===== src/rtl/add_sub_seq.sv =====
// Sequential 32-bit add/subtract using one 8-bit adder, one byte per cycle (LSB first).
// Latency: accept at E0, done pulses after E4, ready again after E5; start while busy is dropped.
module add_sub_seq (
  input  logic        clk,
  input  logic        rst,
  input  logic        start,
  input  logic        sub,
  input  logic [31:0] a,
  input  logic [31:0] b,
  output logic        ready,
  output logic        busy,
  output logic        done,
  output logic [31:0] result,
  output logic        cout,
  output logic        overflow,
  output logic        zero,
  output logic        negative
);

  typedef enum logic [1:0] {IDLE, RUN, DONE} state_t;

  state_t      state_q, state_d;
  logic [1:0]  idx_q, idx_d;
  logic        carry_q, carry_d;
  logic [31:0] wr_q, wr_d;
  logic [31:0] a_q, a_d;
  logic [31:0] b_q, b_d;
  logic        sub_q, sub_d;
  logic [31:0] result_q, result_d;
  logic        cout_q, cout_d;
  logic        overflow_q, overflow_d;
  logic        zero_q, zero_d;
  logic        negative_q, negative_d;
  logic        ready_q, ready_d;
  logic        busy_q, busy_d;
  logic        done_q, done_d;

  logic [7:0]  a_byte;
  logic [7:0]  b_byte;
  logic [8:0]  sum;

  // The single shared byte adder; subtraction is a + ~b + 1 with the 1 preloaded into carry.
  always_comb begin
    a_byte = a_q[idx_q*8 +: 8];
    b_byte = b_q[idx_q*8 +: 8];
    sum    = {1'b0, a_byte} + {1'b0, (sub_q ? ~b_byte : b_byte)} + {8'b0, carry_q};
  end

  always_comb begin
    state_d    = state_q;
    idx_d      = idx_q;
    carry_d    = carry_q;
    wr_d       = wr_q;
    a_d        = a_q;
    b_d        = b_q;
    sub_d      = sub_q;
    result_d   = result_q;
    cout_d     = cout_q;
    overflow_d = overflow_q;
    zero_d     = zero_q;
    negative_d = negative_q;

    case (state_q)
      IDLE: begin
        if (start) begin
          a_d     = a;
          b_d     = b;
          sub_d   = sub;
          idx_d   = 2'd0;
          carry_d = sub;
          state_d = RUN;
        end
      end
      RUN: begin
        wr_d[idx_q*8 +: 8] = sum[7:0];
        carry_d = sum[8];
        idx_d   = idx_q + 2'd1;
        if (idx_q == 2'd3) begin
          state_d    = DONE;
          result_d   = {sum[7:0], wr_q[23:0]};
          cout_d     = sub_q ? ~sum[8] : sum[8];
          overflow_d = sub_q ? ((a_q[31] ^ b_q[31]) & (sum[7] ^ a_q[31]))
                             : (~(a_q[31] ^ b_q[31]) & (sum[7] ^ a_q[31]));
          zero_d     = (result_d == 32'd0);
          negative_d = sum[7];
        end
      end
      DONE:    state_d = IDLE;
      default: state_d = IDLE;
    endcase

    ready_d = (state_d == IDLE);
    busy_d  = ~ready_d;
    done_d  = (state_d == DONE);
  end

  always_ff @(posedge clk or posedge rst) begin
    if (rst) begin
      state_q    <= IDLE;
      idx_q      <= 2'd0;
      carry_q    <= 1'b0;
      wr_q       <= 32'd0;
      a_q        <= 32'd0;
      b_q        <= 32'd0;
      sub_q      <= 1'b0;
      result_q   <= 32'd0;
      cout_q     <= 1'b0;
      overflow_q <= 1'b0;
      zero_q     <= 1'b0;
      negative_q <= 1'b0;
      ready_q    <= 1'b1;
      busy_q     <= 1'b0;
      done_q     <= 1'b0;
    end else begin
      state_q    <= state_d;
      idx_q      <= idx_d;
      carry_q    <= carry_d;
      wr_q       <= wr_d;
      a_q        <= a_d;
      b_q        <= b_d;
      sub_q      <= sub_d;
      result_q   <= result_d;
      cout_q     <= cout_d;
      overflow_q <= overflow_d;
      zero_q     <= zero_d;
      negative_q <= negative_d;
      ready_q    <= ready_d;
      busy_q     <= busy_d;
      done_q     <= done_d;
    end
  end

  assign ready    = ready_q;
  assign busy     = busy_q;
  assign done     = done_q;
  assign result   = result_q;
  assign cout     = cout_q;
  assign overflow = overflow_q;
  assign zero     = zero_q;
  assign negative = negative_q;

endmodule


===== config.mk =====
export PLATFORM = sky130hd
export DESIGN_NAME = add_sub_seq
export DESIGN_NICKNAME = d
export VERILOG_FILES = /design/src/rtl/add_sub_seq.sv
export SDC_FILE = /design/constraint.sdc
export NUM_CORES = 1
export LEC_CHECK = 0
export ABC_CLOCK_PERIOD_IN_PS = 4500
export CAP_MARGIN = 20
export CORE_ASPECT_RATIO = 0.6
export CORE_MARGIN = 10
export CORE_UTILIZATION = 52
export CTS_CLUSTER_SIZE = 40
export DETAILED_ROUTE_END_ITERATION = 6
export HOLD_SLACK_MARGIN = 0.03
export PLACE_DENSITY = 0.79
export RECOVER_POWER = 100
export SYNTH_ARGS = -nofsm -noshare
export SYNTH_HDL_FRONTEND = slang
export SYNTH_SLANG_ARGS = --single-unit

===== constraint.sdc =====
create_clock -name clk -period 4.5 [get_ports clk]
set_clock_uncertainty 0.05 [all_clocks]
set_input_delay 0.45 -clock clk [delete_from_list [all_inputs] [get_ports clk]]
set_output_delay 0.45 -clock clk [all_outputs]
set_load 0.005 [all_outputs]

==> impl_metrics.json, run 1 <==
{
  "status": "finished, violations left",
  "violations": "capacitance limit, slew limit",
  "die_area_um2": 15940,
  "ys_top_cells_by_area": "dfrtp_1 (56%), mux2_2 (13%), nand2_1 (7.0%)",
  "synth_mux_area_frac": 0.1900,
  "drc": 0,
  "fin_nets": 658,
  "multi_input_area_um2": 2364,
  "synthArstFlopShare": 1.000,
  "clock_latency_ns": 0.41,
  "leakagePower_uw": 0.003490,
  "yosysWarnings": 0,
  "initial_core_util": 0.5408,
  "synth_top_family_by_area": "multiplexers",
  "crit_cells": 10,
  "rsz0062_at_grt": "no",
  "startpoint": "idx_q[0]$_DFFE_PP0P_",
  "netlist_area_um2": 5808,
  "post_cts_buffers": 0,
  "finalInstanceArea_um2": 7570,
  "port_buffers": 106,
  "cts_inserted_buffers": 17,
  "cp_max_fo": 8,
  "routed_wl_um": 14440,
  "routedWlPerCell_um": 19.84,
  "fmax_mhz": 269.8,
  "antenna_found_initial": 0,
  "cp_slowest_cell": "mux4_2",
  "cts_num_sinks": 132,
  "cts-root-buf": "clkbuf_16",
  "seq_area_frac_synth": 0.5689,
  "drive_gt1_frac": 0.2139,
  "r2r-start": "idx_q[0]$_DFFE_PP0P_",
  "hpwl_um": 10690,
  "grt_max_degree": 73,
  "core_um2": 10740,
  "final_cell_mix": "dfrtp_1 (131), nand2_1 (108), mux2_2 (66), clkdlybuf4s50_1 (65), dlygate4sd3_1 (41)",
  "post-route-min-period_ns": 3.706,
  "cts_tree": "built",
  "synth_xor_area_frac": 0.02262,
  "crit_end": "zero$_DFFE_PP0P_",
  "grtUsageTotal": 0.1919,
  "relSlewSlack": -1.079,
  "netlist_instances": 467,
  "final_core_util": 0.7048,
  "dr.pass1.iters": 5,
  "reg2regPathDepth": 10,
  "worst_pin_slew_ns": 3.102,
  "synthSimpleGateAreaFrac": 0.1073,
  "p_per_area_nw_per_um2": 929.1,
  "final_common_cell": "dfrtp_1",
  "hold_viol": 0,
  "insertedDiodeCount": 0,
  "drt_iter0_drc": 197,
  "gr-total-overflow": 0,
  "ctsResizeCount": 0,
  "cp_cell_sequence": "clkbuf_1 > mux4_2 > xor2_1 > fa_1 > a211oi_1 > nor2_1 > xor2_1 > nor2_1 > and4b_1 > a22o_1",
  "syn_avg_cell_area_um2": 12.44,
  "die_w_um": 156.4,
  "crit_family": "XOR/XNOR gates",
  "gp_congestion": 0.9211,
  "timing.critical_path.buf_inv": 1,
  "slowest_delay_ns": 0.59,
  "ys_ff_latch": 132,
  "yosys.area.top_type_share": 0.5644,
  "maxCapViolations": 2,
  "drt-vias-per-instance": 5.503,
  "synthFlopType": "dfrtp_1",
  "area_growth_pct": 30.33,
  "synth_enable_flop_cells": 0,
  "post-route-period-util": 0.8236,
  "place_area_um2": 6998,
  "cp-start-kind": "flip-flop",
  "synthAdderAreaFrac": 0.03274,
  "first_global_vias": 4302,
  "vias": 4006,
  "r2r_slack_ns": 0.79,
  "register_area_um2": 3304,
  "synth.distinct_cells": 43,
  "finalSetupViolations": 0,
  "arrival_ns": 3.96,
  "ios": 107,
  "clk_path_buf_depth": 2,
  "crit_type": "flip-flop to flip-flop",
  "min_path_type": "flip-flop to flip-flop",
  "setup_ws_ns": 0.7936,
  "final.setup.tns_ns": 0,
  "rows": 29,
  "die_h_um": 101.9,
  "grt_first_pass_wirelength_um": 23720,
  "reg2reg_to": "zero$_DFFE_PP0P_",
  "clk_pin_slew_ns": 0.06,
  "drv_slew": 140,
  "endpoint_kind": "flip-flop",
  "dp_slack_ns": 0.9209,
  "n_fill_cell": 758,
  "hold_buffers": 0,
  "ant_nets": 0,
  "syn_nets": 549,
  "yosys.area.top_type": "dfrtp_1",
  "ir_worst_vdd_v": 0.0007394,
  "synth_compound_area_frac": 0.05515,
  "cp.required_ns": 4.75,
  "p_total_uw": 7033,
  "cts_max_level": 4
}
-- worst min-delay path by stage --
stage | from | to | slack (ns) | cells past startpoint
after floorplan | wr_q[13]$_DFFE_PP0P_ | result[13]$_DFFE_PP0P_ | 0.40 | 2
after global placement | result[16]$_DFFE_PP0P_ | result[16]$_DFFE_PP0P_ | 0.41 | 2
after detailed placement | result[0]$_DFFE_PP0P_ | result[0]$_DFFE_PP0P_ | 0.42 | 2
after CTS | result[1]$_DFFE_PP0P_ | result[1]$_DFFE_PP0P_ | 0.43 | 2
after global routing | result[4]$_DFFE_PP0P_ | result[4]$_DFFE_PP0P_ | 0.44 | 2
final | result[1]$_DFFE_PP0P_ | result[1]$_DFFE_PP0P_ | 0.42 | 2
-- per-layer routing --
| layer | global-route usage | part of all wire |
|---|---|---|
| met5 | 0 | 0 |
| met4 | 0.05560 | 0.0081 |
| met3 | 0.07299 | 0.093 |
| met2 | 0.2621 | 0.41 |
| met1 | 0.2774 | 0.49 |
-- worst reg2reg max path, cell delays in order (launching register included) --
cell	delay (ns)
dfrtp_1	0.49
clkbuf_1	0.40
mux4_2	0.59
xor2_1	0.19
fa_1	0.46
a211oi_1	0.38
nor2_1	0.11
xor2_1	0.47
nor2_1	0.07
and4b_1	0.21
a22o_1	0.19
-- report_power, final --
part | internal [uW] | switching, uW
registers | 1730 | 377
logic | 1600 | 1950
clock network | 858 | 519
-- through the flow --
step                instances  hold slack, ns
floorplan                 467          0.4025
finish                    728          0.4196
CTS                       728          0.4307
global route              728          0.4393
detailed placement        696          0.4160
global placement          696          0.4116
-- cell families after synthesis --
group,count (synthesis)
buffers and inverters,32
AOI/OAI and AO/OA,48
muxes,82
adders and majority gates,14
DFF,132
and+or+nand+nor,144
xor gates and xnor gates,15
-- area by class of cell --
class | instances | area share
Multi-Input combinational cell | 303 | 0.3122
Clock buffer | 20 | 0.06165
Tap cell | 139 | 0.02298
Timing Repair Buffer | 112 | 0.1446
Sequential cell | 132 | 0.4365
Inverter | 10 | 0.005124
Clock inverter | 12 | 0.01686
-- cells in the mapped netlist (2+ instances only) --
cell type and instances:
nand4_1 3, dfrtp_1 131, nor4_1 5, a22o_1 13, or3_1 2, inv_1 9, o21ai_0 21, a21oi_1 3
buf_2 9, xor2_1 12, ha_1 12, or2_2 2, nor3_1 2, nor2b_1 2, a21o_1 2, fa_1 2
mux4_2 16, nor2_1 11, nand2_1 108, mux2_2 66, clkbuf_1 12, xnor2_1 3
-- flip-flops by register name (all words and copies together) (netlist names) --
register	count
a_q	32
b_q	32
busy	1
carry_q	1
cout	1
done	1
idx_q	2
overflow	1
ready	1
result	32
state_q	2
sub_q	1
wr_q	24
zero	1
Note: power is estimated with default switching activity, not from simulation.
==> run 2, diff against run 1 <==
--- a/config.mk
+++ b/config.mk
@@ -5,15 +5,15 @@
 export SDC_FILE = /design/constraint.sdc
 export NUM_CORES = 1
 export LEC_CHECK = 0
-export ABC_CLOCK_PERIOD_IN_PS = 4500
+export ABC_CLOCK_PERIOD_IN_PS = 3200
 export CAP_MARGIN = 20
 export CORE_ASPECT_RATIO = 0.6
 export CORE_MARGIN = 10
-export CORE_UTILIZATION = 52
+export CORE_UTILIZATION = 47
 export CTS_CLUSTER_SIZE = 40
 export DETAILED_ROUTE_END_ITERATION = 6
 export HOLD_SLACK_MARGIN = 0.03
-export PLACE_DENSITY = 0.79
+export PLACE_DENSITY = 0.76
 export RECOVER_POWER = 100
 export SYNTH_ARGS = -nofsm -noshare
 export SYNTH_HDL_FRONTEND = slang
==> constraint.sdc (replaced) <==
create_clock -name clk -period 3.2 [get_ports clk]
set_clock_uncertainty 0.05 [all_clocks]
set_input_delay 0.32 -clock clk [delete_from_list [all_inputs] [get_ports clk]]
set_output_delay 0.32 -clock clk [all_outputs]
set_load 0.005 [all_outputs]
==> run 2 against run 1 <==
Critical path depth increased by 1. The flow still finishes with violations (capacitance limit, slew limit). Cell count rose by 5.5%. Die area increased by 8.9%. Global-route usage shrank 1.1 points. Fmax increased by 17%. Cell area increased by 3.0%. Non-clock buffer count is 14 higher. Wire length increased by 4.6%. Sequential share of layout area fell by 1.3 points. Worst hold slack gained 0.00072 ns.
==> impl_metrics.json, run 2 (synthesis results as in run 1) <==
{
  "cp.required_ns": 3.51,
  "die_h_um": 106.1,
  "crit_end": "zero$_DFFE_PP0P_",
  "gr-total-overflow": 0,
  "layoutNonFillerInstCount": 768,
  "arrival_ns": 3.47,
  "place_area_um2": 7174,
  "hold_viol": 0,
  "grt_max_degree": 67,
  "drv_slew": 67,
  "antenna_found_initial": 0,
  "finalInstanceArea_um2": 7795,
  "min_from": "result[25]$_DFFE_PP0P_",
  "cts_max_level": 4,
  "first_global_vias": 4429,
  "clk_path_buf_depth": 2,
  "relSlewSlack": -0.07512,
  "violations": "capacitance limit, slew limit",
  "worst_pin_slew_ns": 1.613,
  "min_path_type": "flip-flop to flip-flop",
  "crit_type": "flip-flop to flip-flop",
  "maxCapViolations": 2,
  "drc": 0,
  "cts_tree": "built",
  "fmax_mhz": 316.5,
  "grt_first_pass_wirelength_um": 24540,
  "routedWlPerCell_um": 19.67,
  "gp_congestion": 0.9623,
  "post-route-min-period_ns": 3.160,
  "ant_nets": 0,
  "hold_buffers": 0,
  "rsz0062_at_grt": "yes",
  "cts_num_sinks": 132,
  "final_common_cell": "dfrtp_1",
  "setup_ws_ns": 0.04005,
  "grtUsageTotal": 0.1808,
  "insertedDiodeCount": 0,
  "endpoint_kind": "flip-flop",
  "core_um2": 12060,
  "startpoint": "idx_q[0]$_DFFE_PP0P_",
  "status": "finished, violations left",
  "drive_gt1_frac": 0.2488,
  "drt-vias-per-instance": 5.346,
  "die_area_um2": 17350,
  "finalSetupViolations": 0,
  "hpwl_um": 11130,
  "cts-root-buf": "clkbuf_16",
  "port_buffers": 106,
  "routed_wl_um": 15110,
  "n_fill_cell": 924,
  "fin_nets": 672,
  "vias": 4106,
  "clk_pin_slew_ns": 0.06,
  "post-route-period-util": 0.9875,
  "hold_slack_ns": 0.4203,
  "clock_latency_ns": 0.42,
  "drt_iter0_drc": 307,
  "final_cell_mix": "dfrtp_1 (131), nand2_1 (108), mux2_2 (66), clkdlybuf4s50_1 (66), dlygate4sd3_1 (40)",
  "initial_core_util": 0.4815,
  "die_w_um": 163.5,
  "cp_max_fo": 3,
  "rows": 31,
  "cts_inserted_buffers": 17,
  "r2r-start": "idx_q[0]$_DFFE_PP0P_",
  "area_growth_pct": 34.21,
  "placed_cells": 735,
  "ios": 107,
  "reg2reg_to": "zero$_DFFE_PP0P_",
  "dp_slack_ns": 0.01723,
  "cp-start-kind": "flip-flop",
  "reg2regPathDepth": 11,
  "r2r_slack_ns": 0.04,
  "dr.pass1.iters": 5
}
run 2: cell types whose count changed in the layout (fill, tap and decap cells not counted), sizes merged:
cell / previous run / this run
buf: 2 / 14
bufinv: 2 / 4
clkdlybuf4s50: 65 / 66
inv: 11 / 13
dlygate4sd3: 41 / 40
clkinvlp: 5 / 3
run 2: routing by layer:
layer | global-route usage | vias up | routed length, um
met3 | 0.06703 | 15 | 1444
met5 | 0 | - | 0
li1 | - | 1881 | -
met2 | 0.2491 | 151 | 6351
met4 | 0.05146 | 0 | 142
met1 | 0.2597 | 2059 | 7170
run 2: how the worst min path moves through the flow:
stage / cells past startpoint / to
floorplan: 2 / result[13]$_DFFE_PP0P_
finish: 2 / result[25]$_DFFE_PP0P_
CTS: 2 / result[16]$_DFFE_PP0P_
global placement: 2 / result[18]$_DFFE_PP0P_
global route: 2 / result[25]$_DFFE_PP0P_
detailed placement: 2 / result[25]$_DFFE_PP0P_
run 2: stage by stage:
step	setup TNS [ns]	util
3_5_place_dp	0	0.5948
6_report	0	0.6462
5_1_grt	-0.3195	0.6462
4_1_cts	0	0.6478
3_3_place_gp	0	0.5948
2_1_floorplan	0	-
run 2: what timing repair did:
action,in CTS,in global routing
setup endpoints to repair,1,10
resized for setup,0,8
setup buffers,0,1
pin swaps,1,2
run 2: critical path: stages, from the launching register on:
cell     delay (ns)
dfrtp_1        0.39
mux4_2         0.55
xnor2_2        0.16
fa_2           0.36
inv_2          0.08
fa_2           0.45
nor4b_2        0.21
and4_1         0.21
nand4_1        0.10
nor4_1         0.18
and4b_1        0.23
a22o_1         0.12
run 2: final cells by class:
type	count	area [um2]	area share
inverter	10	38.79	0.004976
clock buffer	18	439.2	0.05634
sequential	132	3304	0.4239
tap	165	206.4	0.02648
multi-input combinational	303	2411	0.3093
clock inverter	14	200.2	0.02568
timing repair buffer	126	1195	0.1533
Power of run 2 is left out: the tool's default activity adds up to more than one toggle a clock period on the data nets, which glitch-free logic cannot reach.
==> run 3, diff against run 2 <==
--- a/config.mk
+++ b/config.mk
@@ -7,9 +7,11 @@
 export LEC_CHECK = 0
 export ABC_CLOCK_PERIOD_IN_PS = 3200
 export CAP_MARGIN = 20
+export CELL_PAD_IN_SITES_DETAIL_PLACEMENT = 1
+export CELL_PAD_IN_SITES_GLOBAL_PLACEMENT = 1
 export CORE_ASPECT_RATIO = 0.6
 export CORE_MARGIN = 10
-export CORE_UTILIZATION = 47
+export CORE_UTILIZATION = 38
 export CTS_CLUSTER_SIZE = 40
 export DETAILED_ROUTE_END_ITERATION = 6
 export HOLD_SLACK_MARGIN = 0.03
==> run 3 against run 2 <==
The flow still finishes with violations (capacitance limit, slew limit). Non-clock buffer count fell by 2. Worst hold slack gained 0.0041 ns. Sequential share of layout area fell by 0.086 points. Cell area up 0.24%. Via count is 1.9% higher. Register-to-register slack about the same. Sequential cell count unchanged. Count of clock-buffer cells in the layout stayed put.
==> impl_metrics.json, run 3 (synthesis results as in run 1) <==
{
  "die_h_um": 115.8,
  "first_global_vias": 4761,
  "p_sw_frac": 0.4100,
  "drv_slew": 105,
  "final.setup.tns_ns": 0,
  "arrival_ns": 3.47,
  "drive_gt1_frac": 0.2463,
  "cp_slowest_cell": "mux4_2",
  "cts_tree": "built",
  "cts_max_level": 4,
  "endpoint_kind": "flip-flop",
  "gp_congestion": 0.8771,
  "clk_pin_slew_ns": 0.06,
  "area_growth_pct": 34.53,
  "seq_power_share": 0.265,
  "final_cell_mix": "dfrtp_1 (130), nand2_1 (108), clkdlybuf4s50_1 (66), mux2_2 (65), dlygate4sd3_1 (40)",
  "power_switching_uw": 4568,
  "core_um2": 14720,
  "rows": 34,
  "fmax_mhz": 315.3,
  "clk_path_buf_depth": 2,
  "cp_cell_sequence": "mux4_2 > xnor2_2 > fa_2 > inv_2 > fa_1 > nor4b_2 > and4_1 > nand4_1 > nor4_2 > and4b_1 > a22o_1",
  "slowest_delay_ns": 0.54,
  "dr.pass1.iters": 4,
  "crit_type": "flip-flop to flip-flop",
  "min_path_type": "flip-flop to flip-flop",
  "fin_nets": 670,
  "p_int_uw": 6573,
  "die_area_um2": 20790,
  "n_fill_cell": 1525,
  "hold_viol": 0,
  "routed_wl_um": 17120,
  "gr-total-overflow": 0,
  "antenna_found_initial": 0,
  "p_total_uw": 11140,
  "ant_nets": 0,
  "initial_core_util": 0.3946,
  "drt_iter0_drc": 300,
  "final_core_util": 0.5309,
  "violations": "capacitance limit, slew limit",
  "routedWlPerCell_um": 21.43,
  "grtUsageTotal": 0.1700,
  "die_w_um": 179.6,
  "p_clk_frac": 0.182,
  "insertedDiodeCount": 0,
  "post-route-period-util": 0.9911,
  "setup_ws_ns": 0.02856,
  "maxCapViolations": 2,
  "drt-vias-per-instance": 5.234,
  "dp_slack_ns": -0.04454,
  "clock_latency_ns": 0.42,
  "cp_max_fo": 3,
  "routed.top_layer": "met4",
  "cp-start-kind": "flip-flop",
  "cp.required_ns": 3.50,
  "dr_wl_met3_um": 1037,
  "relSlewSlack": -0.1243,
  "p_per_area_nw_per_um2": 1426,
  "wl_met2_um": 7142,
  "port_buffers": 106,
  "cts-root-buf": "clkbuf_16",
  "status": "finished, violations left",
  "leakagePower_uw": 0.003561,
  "ir_worst_vdd_v": 0.0009722,
  "grt_max_degree": 67,
  "hpwl_um": 12750,
  "post-route-min-period_ns": 3.171,
  "drc": 0,
  "vias": 4182,
  "worst_pin_slew_ns": 1.677,
  "ios": 107,
  "grt_first_pass_wirelength_um": 27610,
  "p_comb_frac": 0.553,
  "rsz0062_at_grt": "yes",
  "cts_num_sinks": 132,
  "wl_met1_um": 8817,
  "finalSetupViolations": 0,
  "final_common_cell": "dfrtp_1",
  "cts_inserted_buffers": 17
}
-- run 3: final timing paths --
kind / from / end / slack (ns) / depth (start not counted)
max reg2reg: idx_q[0]$_DFFE_PP0P_ / zero$_DFFE_PP0P_ / 0.03 / 11
max: idx_q[0]$_DFFE_PP0P_ / zero$_DFFE_PP0P_ / 0.03 / 11
min reg2reg: result[6]$_DFFE_PP0P_ / result[6]$_DFFE_PP0P_ / 0.42 / 2
min in group asynchronous: rst / result[17]$_DFFE_PP0P_ / 0.73 / 2
max in group asynchronous: rst / idx_q[0]$_DFFE_PP0P_ / 0.64 / 3
min: result[6]$_DFFE_PP0P_ / result[6]$_DFFE_PP0P_ / 0.42 / 2
-- run 3: repair_timing --
action                                 4_1_cts  5_1_grt
buffers inserted                             0        1
endpoints found under the hold margin        0        0
pin swaps                                    0        1
resized for setup                            3        6
hold buffers                                 0        0
cloned                                       0        0
setup endpoints to repair                    3       12
-- run 3: per-layer routing --
| layer | vias to the layer above | GRT usage |
|---|---|---|
| met5 | - | 0 |
| met4 | 0 | 0.04388 |
| met3 | 17 | 0.05666 |
| met2 | 131 | 0.2437 |
| met1 | 2165 | 0.2409 |
| li1 | 1869 | - |
-- run 3: area by class of cell --
type	count	area, um2	area share
flip-flops and latches	132	3306	0.4231
clock inverters	14	176.4	0.02258
repair buffers	124	1199	0.1534
clock buffers	18	439.2	0.05620
inverters	10	38.79	0.004964
well taps	198	247.7	0.03171
multi-input cells	303	2407	0.3081
-- run 3: per-stage QoR --
stage          cell area [um2]  cells  hold WS (ns)
6_report                  7814    799        0.4244
5_1_grt                   7814    799        0.4502
4_1_cts                   7843    798        0.4068
3_5_place_dp              7213    766        0.4180
3_3_place_gp              7213    766        0.4091
2_1_floorplan             5827    467        0.4025
-- run 3: power by group through the flow --
stage               clock network (uW)  registers [uW]  logic [uW]
floorplan                            0            2770        3610
finish                            2030            2960        6160
global placement                     0            2930        5790
CTS                               2060            2960        6150
detailed placement                   0            2970        6030
global route                      2150            3040        6690
-- run 3: worst max-delay path, delay by kind of cell, from the launching register on --
family / cells / cell delay, ns
xor gates and xnor gates: 1 / 0.16
muxes: 1 / 0.54
and+or+nand+nor: 5 / 0.97
AOI/OAI and AO/OA: 1 / 0.13
DFF: 1 / 0.41
adders and majority gates: 2 / 0.77
buffers and inverters: 1 / 0.07
